`src/rtl/deserializer.sv`:
```
// Multi-lane serial-to-parallel converter with per-word bit order, valid/ready output register and overflow flag.
// Latency: word valid the cycle after its last beat; a full output register with i_rdy low drops new words and sets o_ovf.
// Frame-sync realignment (i_sync, o_slp) is built only when DESERIALIZER_SYNC_EN is defined.
module deserializer #(
    parameter int p_width = 8,
    parameter int p_lanes = 1,
    localparam int N = p_width / p_lanes,
    localparam int C = (N > 1) ? $clog2(N) : 1
) (
    input  logic               i_clk,
    input  logic               i_rst,
    input  logic [p_lanes-1:0] i_val,
    input  logic               i_stp,
    input  logic               i_msb,
    input  logic               i_sync,
    input  logic               i_rdy,
    input  logic               i_clr,
    output logic [p_width-1:0] o_val,
    output logic               o_stp,
    output logic [C-1:0]       o_cnt,
    output logic               o_ovf,
    output logic               o_slp
);

    localparam logic [C-1:0] LAST = C'(N - 1);

    logic [C-1:0]       cnt;
    logic [C-1:0]       cnt_base;
    logic [C-1:0]       cnt_nxt;
    logic               ord;
    logic               ord_use;
    logic               sync_hit;
    logic               first;
    logic               last;
    logic               load;
    logic               ovf_set;
    logic [p_width-1:0] word;

`ifdef DESERIALIZER_SYNC_EN
    assign sync_hit = i_sync & i_stp;
`else
    logic sync_unused;
    assign sync_unused = i_sync;
    assign sync_hit    = 1'b0;
`endif

    // A sync beat restarts the word: it behaves exactly like beat 0.
    assign cnt_base = sync_hit ? '0 : cnt;
    assign first    = (cnt_base == '0);
    assign ord_use  = first ? i_msb : ord;
    assign last     = i_stp & (cnt_base == LAST);
    assign cnt_nxt  = last ? '0 : cnt_base + C'(1);

    generate
        if (N == 1) begin : g_direct
            assign word = i_val;
        end else begin : g_shift
            logic [p_width-1:0] sh;

            always_comb begin
                word = ord_use ? {sh[p_width-p_lanes-1:0], i_val}
                               : {i_val, sh[p_width-1:p_lanes]};
            end

            always_ff @(posedge i_clk or negedge i_rst) begin
                if (!i_rst) begin
                    sh <= '0;
                end else if (i_stp) begin
                    sh <= word;
                end
            end
        end
    endgenerate

    assign load    = last & (~o_stp | i_rdy);
    assign ovf_set = last & o_stp & ~i_rdy;

    always_ff @(posedge i_clk or negedge i_rst) begin
        if (!i_rst) begin
            cnt   <= '0;
            ord   <= 1'b1;
            o_val <= '0;
            o_stp <= 1'b0;
            o_ovf <= 1'b0;
            o_slp <= 1'b0;
        end else begin
            if (i_stp) begin
                cnt <= cnt_nxt;
                ord <= ord_use;
            end
            if (load) begin
                o_val <= word;
                o_stp <= 1'b1;
            end else if (o_stp & i_rdy) begin
                o_stp <= 1'b0;
            end
            // Setting beats clearing when both land in one cycle.
            if (ovf_set) begin
                o_ovf <= 1'b1;
            end else if (i_clr) begin
                o_ovf <= 1'b0;
            end
            o_slp <= sync_hit & (cnt != '0);
        end
    end

    assign o_cnt = cnt;

endmodule

```
`config.mk`:
```
export PLATFORM = sky130hd
export DESIGN_NAME = deserializer
export DESIGN_NICKNAME = d
export VERILOG_FILES = /design/src/rtl/deserializer.sv
export SDC_FILE = /design/constraint.sdc
export NUM_CORES = 1
export LEC_CHECK = 0
export ABC_AREA = 1
export CORE_MARGIN = 2
export CORE_UTILIZATION = 50
export DETAILED_ROUTE_END_ITERATION = 16
export PLACE_DENSITY = 0.84
export SLEW_MARGIN = 15
export SYNTH_ARGS = -nofsm -noshare
export SYNTH_HDL_FRONTEND = slang
export SYNTH_SLANG_ARGS = --single-unit
```
`constraint.sdc`:
```
create_clock -name i_clk -period 1.9 [get_ports i_clk]
set_clock_uncertainty 0.2 [all_clocks]
set_input_delay 0.475 -clock i_clk [delete_from_list [all_inputs] [get_ports i_clk]]
set_output_delay 0.475 -clock i_clk [all_outputs]
set_load 0.02 [all_outputs]
```
==> reports/metrics.cfg, run 1 <==
[setup_path]
worstReg2RegEnd=o_val[4]
cp-start-kind=flip-flop
regToRegStartpoint=o_cnt[0]
reg2reg_depth=6
crit_type=reg -> out
cpPeakStageDelay_ns=0.43
crit_path_end_kind=output port
cpMaxStageDelayCell=dfrtp_1
r2r_setup_slack_ns=0.31
crit_chain=dlygate4sd2_1
crit_family=flip-flops
path_buf_inv=1
cp_data_required_time_ns=1.22
arrival_ns=1.10
cp_max_fo=3

[global_route]
busiest_layer=met2
grt_pass1_wl_mm=4.13
grt_max_degree=23
track_usage=0.216
overflow=0
met1_usage=0.263
met2_usage=0.370
grt_pass1_vias=921
antenna_found_initial=0
use_met3=0.0146

[hold_path]
hp-class=in -> async

[route]
vias=976
wl_per_cell_um=13.5
drc_errors=0
firstDrtPassIters=4
routed_wl_mm=2.45
drt_iter0_drc=40
via_per_inst=5.36
drtAntennaViolNets=0

[cts]
cts_root_buf=clkbuf_4
cts_made_buffers=3
clock-sinks=22
postCtsSetupBuffers=0
cts_tree=done
clk_pin_slew_worst_paths_ns=0.13
clockBufferDepth=2
h-tree-depth=1
insertion_delay_ns=0.32

[cells_and_area]
utilization=0.638
mostFrequentLayoutCells=nand3_1 (35), nand2_1 (34), dfrtp_1 (21)
n_antenna_cell=0
fin_area_um2=1370
syn2layout_area_growth_pct=23.4
final_nets=166
layout-drive-gt1-share=0.117
final_common_cell=nand3_1

[sta]
finalCritPeriodShare=0.934
whs_ns=0.280
worst_slack_ns=0.126
setup_tns_ns=0
clock.fmax_ghz=0.564
finalSetupViolCount=0
hold_violations=0
grt_setup_unrepaired=false
finalCriticalPeriod_ns=1.77
maxSlewViolCount=0

[synth]
syn_inst=131
syn-num-nets=142
seq_area_frac_synth=0.497
syn-cell-area_um2=1110
avgSynthCellArea_um2=8.47
ys_ff_latch=22
yosysWarnings=0
ys_types=19

[status]
status=complete, no violations

[floorplanning]
rows=17
fp.coreArea_um2=2150
boundaryPins=22
die_h_um=51.1
initial_core_util=0.517
dieWidth_um=51.1
fp.dieArea_um2=2610

[pwr]
powerDensity_nw_per_um2=1580
ir_worst_vdd_v=0.000813
p_leak_uw=0.000757

[placement]
port_buffers=19
dpl_cell_area_um2=1330
routabilityCongestion=0.828
post-dp-hpwl_mm=1.68
dp_slack_ns=0.0620

[job]
max-cap-violations=0

[routing by layer]
metal | up-vias | wire length (um)
met5 | - | 0
met4 | 0 | 112
met3 | 11 | 125
met2 | 52 | 1250
met1 | 448 | 961
li1 | 465 | -
[metrics by stage]
step           std cells  total power (uW)
6_report             182              2170
4_1_cts              182              2170
3_3_place_gp         178              1800
3_5_place_dp         178              1860
2_1_floorplan        131              1490
5_1_grt              182              2330
[where the power goes]
part           switching, uW  internal (uW)
Clock                    152            214
Sequential               114            670
Combinational            666            355
Total                    932           1240
[registers in the layout (all words and copies together), names as in the netlist]
register    count
ord             1
o_cnt           3
g_shift.sh      8
o_ovf           1
o_stp           1
o_val           8
[worst max path at each step]
stage / endpoint / startpoint / slack, ns / depth (start not counted)
2_1_floorplan: o_val[0] / o_cnt[1] / 0.35 / 7
3_3_place_gp: g_shift.sh[0] / i_stp / 0.11 / 5
3_5_place_dp: g_shift.sh[7] / i_msb / 0.06 / 6
4_1_cts: o_cnt[2] / o_cnt[2] / 0.13 / 1
5_1_grt: o_cnt[2] / o_cnt[2] / 0.09 / 1
6_report: o_cnt[2] / o_cnt[2] / 0.13 / 1
[final cells by class]
type / count / area [um^2]
fill: 177 / 778
sequential: 22 / 552
clock inverter: 1 / 30.0
tap: 28 / 35.0
timing repair buffer: 22 / 196
multi-input combinational: 86 / 457
clock buffer: 3 / 22.5
inverter: 20 / 77.6
[Yosys cell counts]
cell     instances  share of area
nand3_1         35           0.16
nand2_1         34           0.11
dfrtp_1         21           0.47
inv_1           18          0.061
o21ai_0          4          0.018
ha_1             3          0.034
nand2_4          3          0.030
nand3_2          2          0.018
buf_2            1         0.0045
buf_4            1         0.0068
buf_6            1          0.010
conb_1           1         0.0034
dfstp_2          1          0.024
inv_2            1         0.0034
inv_4            1         0.0056
nand2_2          1         0.0056
nor2_2           1         0.0056
nor2_8           1          0.018
o22ai_1          1         0.0056
[what timing repair did]
action                     4_1_cts  5_1_grt
gates resized for setup         13        0
setup endpoints to repair       13        0
hold buffers                     0        0
[kinds of logic after synthesis]
logic type,after synthesis,synth area share
simple gates,77,0.351
buf+inv,23,0.0913
flops,22,0.497
compound gates,5,0.0237
fa+ha+maj,3,0.0338
other cells,1,0.00338
No activity file was read; power rests on OpenSTA's default activity.
==> run 2, diff against run 1 <==
--- a/config.mk
+++ b/config.mk
@@ -5,11 +5,11 @@
 export SDC_FILE = /design/constraint.sdc
 export NUM_CORES = 1
 export LEC_CHECK = 0
-export ABC_AREA = 1
+export ABC_AREA = 0
 export CORE_MARGIN = 2
-export CORE_UTILIZATION = 50
+export CORE_UTILIZATION = 48
 export DETAILED_ROUTE_END_ITERATION = 16
-export PLACE_DENSITY = 0.84
+export PLACE_DENSITY = 0.83
 export SLEW_MARGIN = 15
 export SYNTH_ARGS = -nofsm -noshare
 export SYNTH_HDL_FRONTEND = slang
==> run 2 against run 1 <==
  * The run now ends with negative setup slack left
  * Via count down 26%
  * Sequential power up 8.2%
  * Combinational power up 14%
  * Worst setup slack worse by 0.13 ns
  * Worst hold slack better by 0.016 ns
  * First-iteration DRC count down 57%
  * Utilization up 8.8 points
  * Non-clock buffer count up 4
  * Final cell count down 21%
  * Die area down 8.8%
  * Wire length down 17%
  * Global-route usage down 3.0 points
  * Critical path type is now reg -> reg
  * Largest power group unchanged
==> reports/metrics.cfg, run 2 <==
[synth]
synth_largest_area_cell=dfrtp_1
syn-cell-area_um2=963  ; -13%
synth_flop_cell=dfrtp_1
seq_area_frac_synth=0.573  ; +0.0755
yosysWarnings=0  ; unchanged
yosys.area.top_type_share=0.545  ; +0.0719
syn-num-nets=103  ; -27%
ys_ff_latch=22  ; unchanged
syn_inst=92  ; -30%
synth_edf_count=0  ; unchanged
synthTopCellsByCount=dfrtp_1 (21), a21oi_1 (17), nor2_1 (17), mux2i_1 (8), inv_1 (5)
ys_types=19  ; unchanged
synth_area_leaders=dfrtp_1 (55%), a21oi_1 (8.8%), mux2i_1 (8.3%), nor2_1 (6.6%), ha_1 (3.9%)
avgSynthCellArea_um2=10.5  ; +24%
yosysMostFrequentCell=dfrtp_1
async_flop_share=1.00  ; unchanged

[cts]
cts_root_buf=clkbuf_4
cts_hold_buf=0  ; unchanged
clock-sinks=22  ; unchanged
clk_pin_slew_worst_paths_ns=0.13  ; about the same
h-tree-depth=1  ; unchanged
clockBufferDepth=2  ; unchanged
cts_made_buffers=3  ; unchanged
cts_tree=done
insertion_delay_ns=0.31  ; about the same

[setup_path]
crit_type=reg -> reg
cp_data_required_time_ns=1.89  ; +0.67 ns
cp_max_fo=8  ; +5
arrival_ns=1.90  ; +0.80 ns
path_buf_inv=2  ; +1
cpPeakStageDelay_ns=0.43  ; about the same
cp.depth=7  ; +6
cpMaxStageDelayCell=dfrtp_2
crit_chain=inv_2, ha_4, nor2b_4, mux2i_4, buf_12, mux2i_4, a21oi_2
crit_family=multiplexers
cp-start-kind=flip-flop
crit_path_end_kind=flip-flop
crit_top_cell=mux2i_4
reg2reg_depth=7  ; +1

[placement]
post-dp-hpwl_mm=1.33  ; -21%
dp_cells=136  ; -24%
port_buffers=19  ; unchanged
dp_slack_ns=-0.0768  ; -0.139 ns
routabilityCongestion=0.747  ; -9.8%

[route]
routed_wl_mm=2.03  ; -17%
wl_per_cell_um=14.2  ; +5.3%
drc_errors=0  ; unchanged
drt_iter0_drc=17  ; -57%
via_per_inst=5.04  ; -6.0%
vias=721  ; -26%
drtAntennaViolNets=0  ; unchanged
firstDrtPassIters=4  ; unchanged

[sta]
finalCriticalPeriod_ns=1.90  ; +0.129 ns
finalSetupViolCount=1  ; +1
maxSlewViolCount=0  ; unchanged
setup_tns_ns=-0.00364  ; -0.00364 ns
finalCritPeriodShare=1.00  ; +0.0680
hold_violations=0  ; unchanged
worst_slack_ns=-0.00364  ; -0.129 ns
clock.fmax_ghz=0.525  ; -6.8%
grt_setup_unrepaired=true

[status]
status=finished with violations
violations=negative setup slack

[floorplanning]
die_h_um=48.8  ; -4.5%
fp.dieArea_um2=2380  ; -8.8%
rows=16  ; -1
dieWidth_um=48.8  ; -4.5%
initial_core_util=0.501  ; -0.0153
boundaryPins=22  ; unchanged
fp.coreArea_um2=1920  ; -11%

[global_route]
grt_pass1_vias=720  ; -22%
antenna_found_initial=0  ; unchanged
grt_max_degree=25  ; +8.7%
track_usage=0.186  ; -0.0302
overflow=0  ; unchanged
grt_pass1_wl_mm=3.33  ; -19%

[job]
max-cap-violations=0  ; unchanged

[pwr]
p_leak_uw=0.000574  ; -24%
ir_worst_vdd_v=0.00102  ; +25%
powerDensity_nw_per_um2=1690  ; +6.8%

[cells_and_area]
final_common_cell=dfrtp_1
final_nets=128  ; -23%
mostFrequentLayoutCells=dfrtp_1 (19), nor2_1 (17), dlygate4sd2_1 (12)
layout-drive-gt1-share=0.319  ; +0.202
fin_cells=143  ; -21%
utilization=0.725  ; +0.0875
n_antenna_cell=0  ; unchanged
syn2layout_area_growth_pct=44.7

[hold_path]
hp-class=in -> async

## run 2: path summary, 6_finish.rpt
check	from	to	slack (ns)
worst max-delay path	o_cnt[0]	g_shift.sh[0]	-0.004
min in group i_clk	o_val[7]	o_val[7]	0.34
worst min-delay path	i_rst	g_shift.sh[7]	0.30
worst max register to register	o_cnt[0]	g_shift.sh[0]	-0.004
worst min register to register	o_val[7]	o_val[7]	0.34
max in group asynchronous	i_rst	ord	0.93
## run 2: worst register-to-register path: stages (launching register included)
cell	delay [ns]
dfrtp_2	0.43
inv_2	0.09
ha_4	0.12
nor2b_4	0.15
mux2i_4	0.27
buf_12	0.19
mux2i_4	0.27
a21oi_2	0.08
## run 2: logic make-up after synthesis
| family | after synthesis | share of synthesized area |
|---|---|---|
| simple gates | 25 | 0.114 |
| mux | 9 | 0.106 |
| fa+ha+maj | 3 | 0.0390 |
| buf+inv | 11 | 0.0519 |
| flops | 22 | 0.573 |
| compound gates | 21 | 0.112 |
| other cells | 1 | 0.00389 |
## run 2: per-stage QoR
step,hold slack [ns],total power [uW],area (um^2)
floorplan,-0.0206,1350,966
detailed placement,0.321,1750,1200
global placement,0.299,1710,1200
CTS,0.295,2170,1300
global route,0.305,2500,1390
finish,0.296,2360,1390
## run 2: final cells by class
class / count / area (um^2)
Clock inverter: 1 / 30.0
Tap cell: 27 / 33.8
Multi-Input combinational cell: 59 / 494
Timing Repair Buffer: 26 / 240
Fill cell: 143 / 528
Inverter: 5 / 18.8
Sequential cell: 22 / 554
Clock buffer: 3 / 22.5
## run 2: power breakdown
part           total [uW]  internal [uW]  leakage, uW  switching (uW)
logic                1160            580     0.000305             575
clock network         355            213    0.0000279             142
registers             848            669     0.000241             179
total                2360           1460     0.000574             897
## run 2: repair_timing
action	in CTS	in global routing
pin swaps	1	8
gates resized for setup	23	18
cloned	0	0
buffers inserted	2	1
endpoints found under the setup margin	28	17
## run 2: layer usage
metal  share of wire  vias to the layer above  GRT usage  wire length [um]
li1                -                      348          -                 -
met4           0.030                        0      0.105                61
met3           0.036                        6     0.0307                73
met5               0                        -          0                 0
met2            0.51                       19      0.320              1040
met1            0.42                      348      0.222               850
==> run 3, diff against run 2 <==
--- a/config.mk
+++ b/config.mk
@@ -6,7 +6,6 @@
 export NUM_CORES = 1
 export LEC_CHECK = 0
 export ABC_AREA = 0
-export CORE_MARGIN = 2
 export CORE_UTILIZATION = 48
 export DETAILED_ROUTE_END_ITERATION = 16
 export PLACE_DENSITY = 0.83
==> run 3 against run 2 <==
  * The run still ends with negative setup slack left
  * Critical path depth stayed put
  * Critical path type unchanged
  * Combinational power barely moved
  * Utilization rose by 4.1 points
  * Largest cell class unchanged
  * Highest routed layer is now met3
  * Power down 3.7%
==> reports/metrics.cfg, run 3 (synthesis results as in run 2) <==
[floorplanning]
rows=15  ; -1
dieWidth_um=46.8  ; -4.1%
initial_core_util=0.535  ; +0.0334
die_h_um=46.8  ; -4.1%
boundaryPins=22  ; unchanged
fp.coreArea_um2=1800  ; -6.2%
fp.dieArea_um2=2190  ; -8.0%

[global_route]
grt_pass1_vias=681  ; -5.4%
antenna_found_initial=0  ; unchanged
grt_max_degree=25  ; unchanged
overflow=0  ; unchanged
track_usage=0.188  ; +0.00135
grt_pass1_wl_mm=2.87  ; -14%

[sta]
finalSetupViolCount=16  ; +15
finalCritPeriodShare=1.04  ; +0.0378
worst_slack_ns=-0.0754  ; -0.0717 ns
grt_setup_unrepaired=true
finalCriticalPeriod_ns=1.98  ; +0.0717 ns
maxSlewViolCount=0  ; unchanged
setup_tns_ns=-0.633  ; -0.629 ns
hold_violations=0  ; unchanged
clock.fmax_ghz=0.506  ; -3.6%

[setup_path]
arrival_ns=1.95  ; +0.05 ns
crit_type=reg -> reg
cp-start-kind=flip-flop
critical_path.startpoint=o_cnt[1]
cp_max_fo=8  ; unchanged
crit_path_end_kind=flip-flop
regToRegStartpoint=o_cnt[1]
cp_data_required_time_ns=1.88  ; about the same
reg2reg_depth=7  ; unchanged

[placement]
dp_cells=134  ; -1.5%
routabilityCongestion=0.744  ; -0.35%
port_buffers=19  ; unchanged
post-dp-hpwl_mm=1.18  ; -11%

[cts]
clockBufferDepth=2  ; unchanged
insertion_delay_ns=0.30  ; about the same
clock-sinks=22  ; unchanged
clk_pin_slew_worst_paths_ns=0.12  ; about the same
cts_root_buf=clkbuf_4
cts_hold_buf=0  ; unchanged
h-tree-depth=1  ; unchanged
cts_tree=done
cts_made_buffers=3  ; unchanged

[route]
drc_errors=0  ; unchanged
drt_iter0_drc=6  ; -11
wl_per_cell_um=13.2  ; -6.6%
firstDrtPassIters=4  ; unchanged
routed_wl_mm=1.88  ; -7.3%
via_per_inst=5.12  ; +1.5%
vias=727  ; +0.83%
drtAntennaViolNets=0  ; unchanged

[status]
status=finished with violations
violations=negative setup slack

[cells_and_area]
final_common_cell=dfrtp_1
n_antenna_cell=0  ; unchanged
syn2layout_area_growth_pct=43.2
fin_cells=142  ; -0.70%
fillers=118  ; -17%
layout-drive-gt1-share=0.299  ; -0.0198
final_nets=129  ; +0.78%
mostFrequentLayoutCells=dfrtp_1 (19), nor2_1 (17), dlygate4sd2_1 (12)

[pwr]
power_uw=2270  ; -3.7%
p_leak_uw=0.000572  ; -0.40%
powerDensity_nw_per_um2=1650  ; -2.7%
ir_worst_vdd_v=0.00118  ; +15%

[job]
max-cap-violations=0  ; unchanged

[hold_path]
hp-class=in -> async

==> run 3: power breakdown <==
group / leakage, uW / total, uW / internal, uW / switching (uW)
combinational: 0.000309 / 1160 / 595 / 567
clock: 0.0000210 / 247 / 117 / 131
sequential: 0.000241 / 863 / 669 / 194
total: 0.000572 / 2270 / 1380 / 892
==> run 3: worst paths after layout <==
check / to / slack (ns)
worst max-delay path: o_val[7] / -0.08
worst min-delay path: o_cnt[0] / 0.31
worst max register to register: o_val[7] / -0.08
worst min register to register: o_stp / 0.33
max in group asynchronous: ord / 0.92
min in group i_clk: o_stp / 0.33
==> run 3: routing by layer <==
| metal | GRT usage | share of wire | vias to the layer above | wire length [um] |
|---|---|---|---|---|
| met5 | 0 | 0 | - | 0 |
| met4 | 0.0514 | 0 | 0 | 0 |
| met3 | 0.0231 | 0.037 | 0 | 69 |
| met2 | 0.358 | 0.53 | 16 | 995 |
| met1 | 0.220 | 0.43 | 356 | 814 |
| li1 | - | - | 355 | - |
==> run 3: final cells by class <==
type | count | area [um^2] | share of cell area
sequential | 22 | 554 | 0.402
inverter | 5 | 18.8 | 0.0136
multi-input combinational | 59 | 492 | 0.356
clock buffer | 4 | 36.3 | 0.0263
tap | 25 | 31.3 | 0.0227
timing repair buffer | 27 | 248 | 0.180
==> run 3: per-stage QoR <==
stage	area [um^2]	utilization	setup WS [ns]	hold WS [ns]
after detailed placement	1200	0.665	-0.0638	0.307
after global placement	1200	0.665	-0.0476	0.296
after CTS	1310	0.727	-0.00903	0.319
final	1380	0.766	-0.0754	0.312
after floorplan	966	-	0.0174	-0.0206
after global routing	1380	0.766	-0.119	0.325
==> run 3: critical path, cell delays in order, from the launching register on <==
cell	delay (ns)
dfrtp_2	0.43
inv_2	0.09
ha_4	0.13
nor2b_4	0.17
mux2i_4	0.28
buf_12	0.20
mux2i_2	0.25
a21oi_1	0.11
==> run 3: timing repair <==
| item | CTS | global route |
|---|---|---|
| setup endpoints to repair | 29 | 17 |
| resized for setup | 27 | 12 |
| setup buffers | 3 | 1 |
| pin swaps | 12 | 4 |
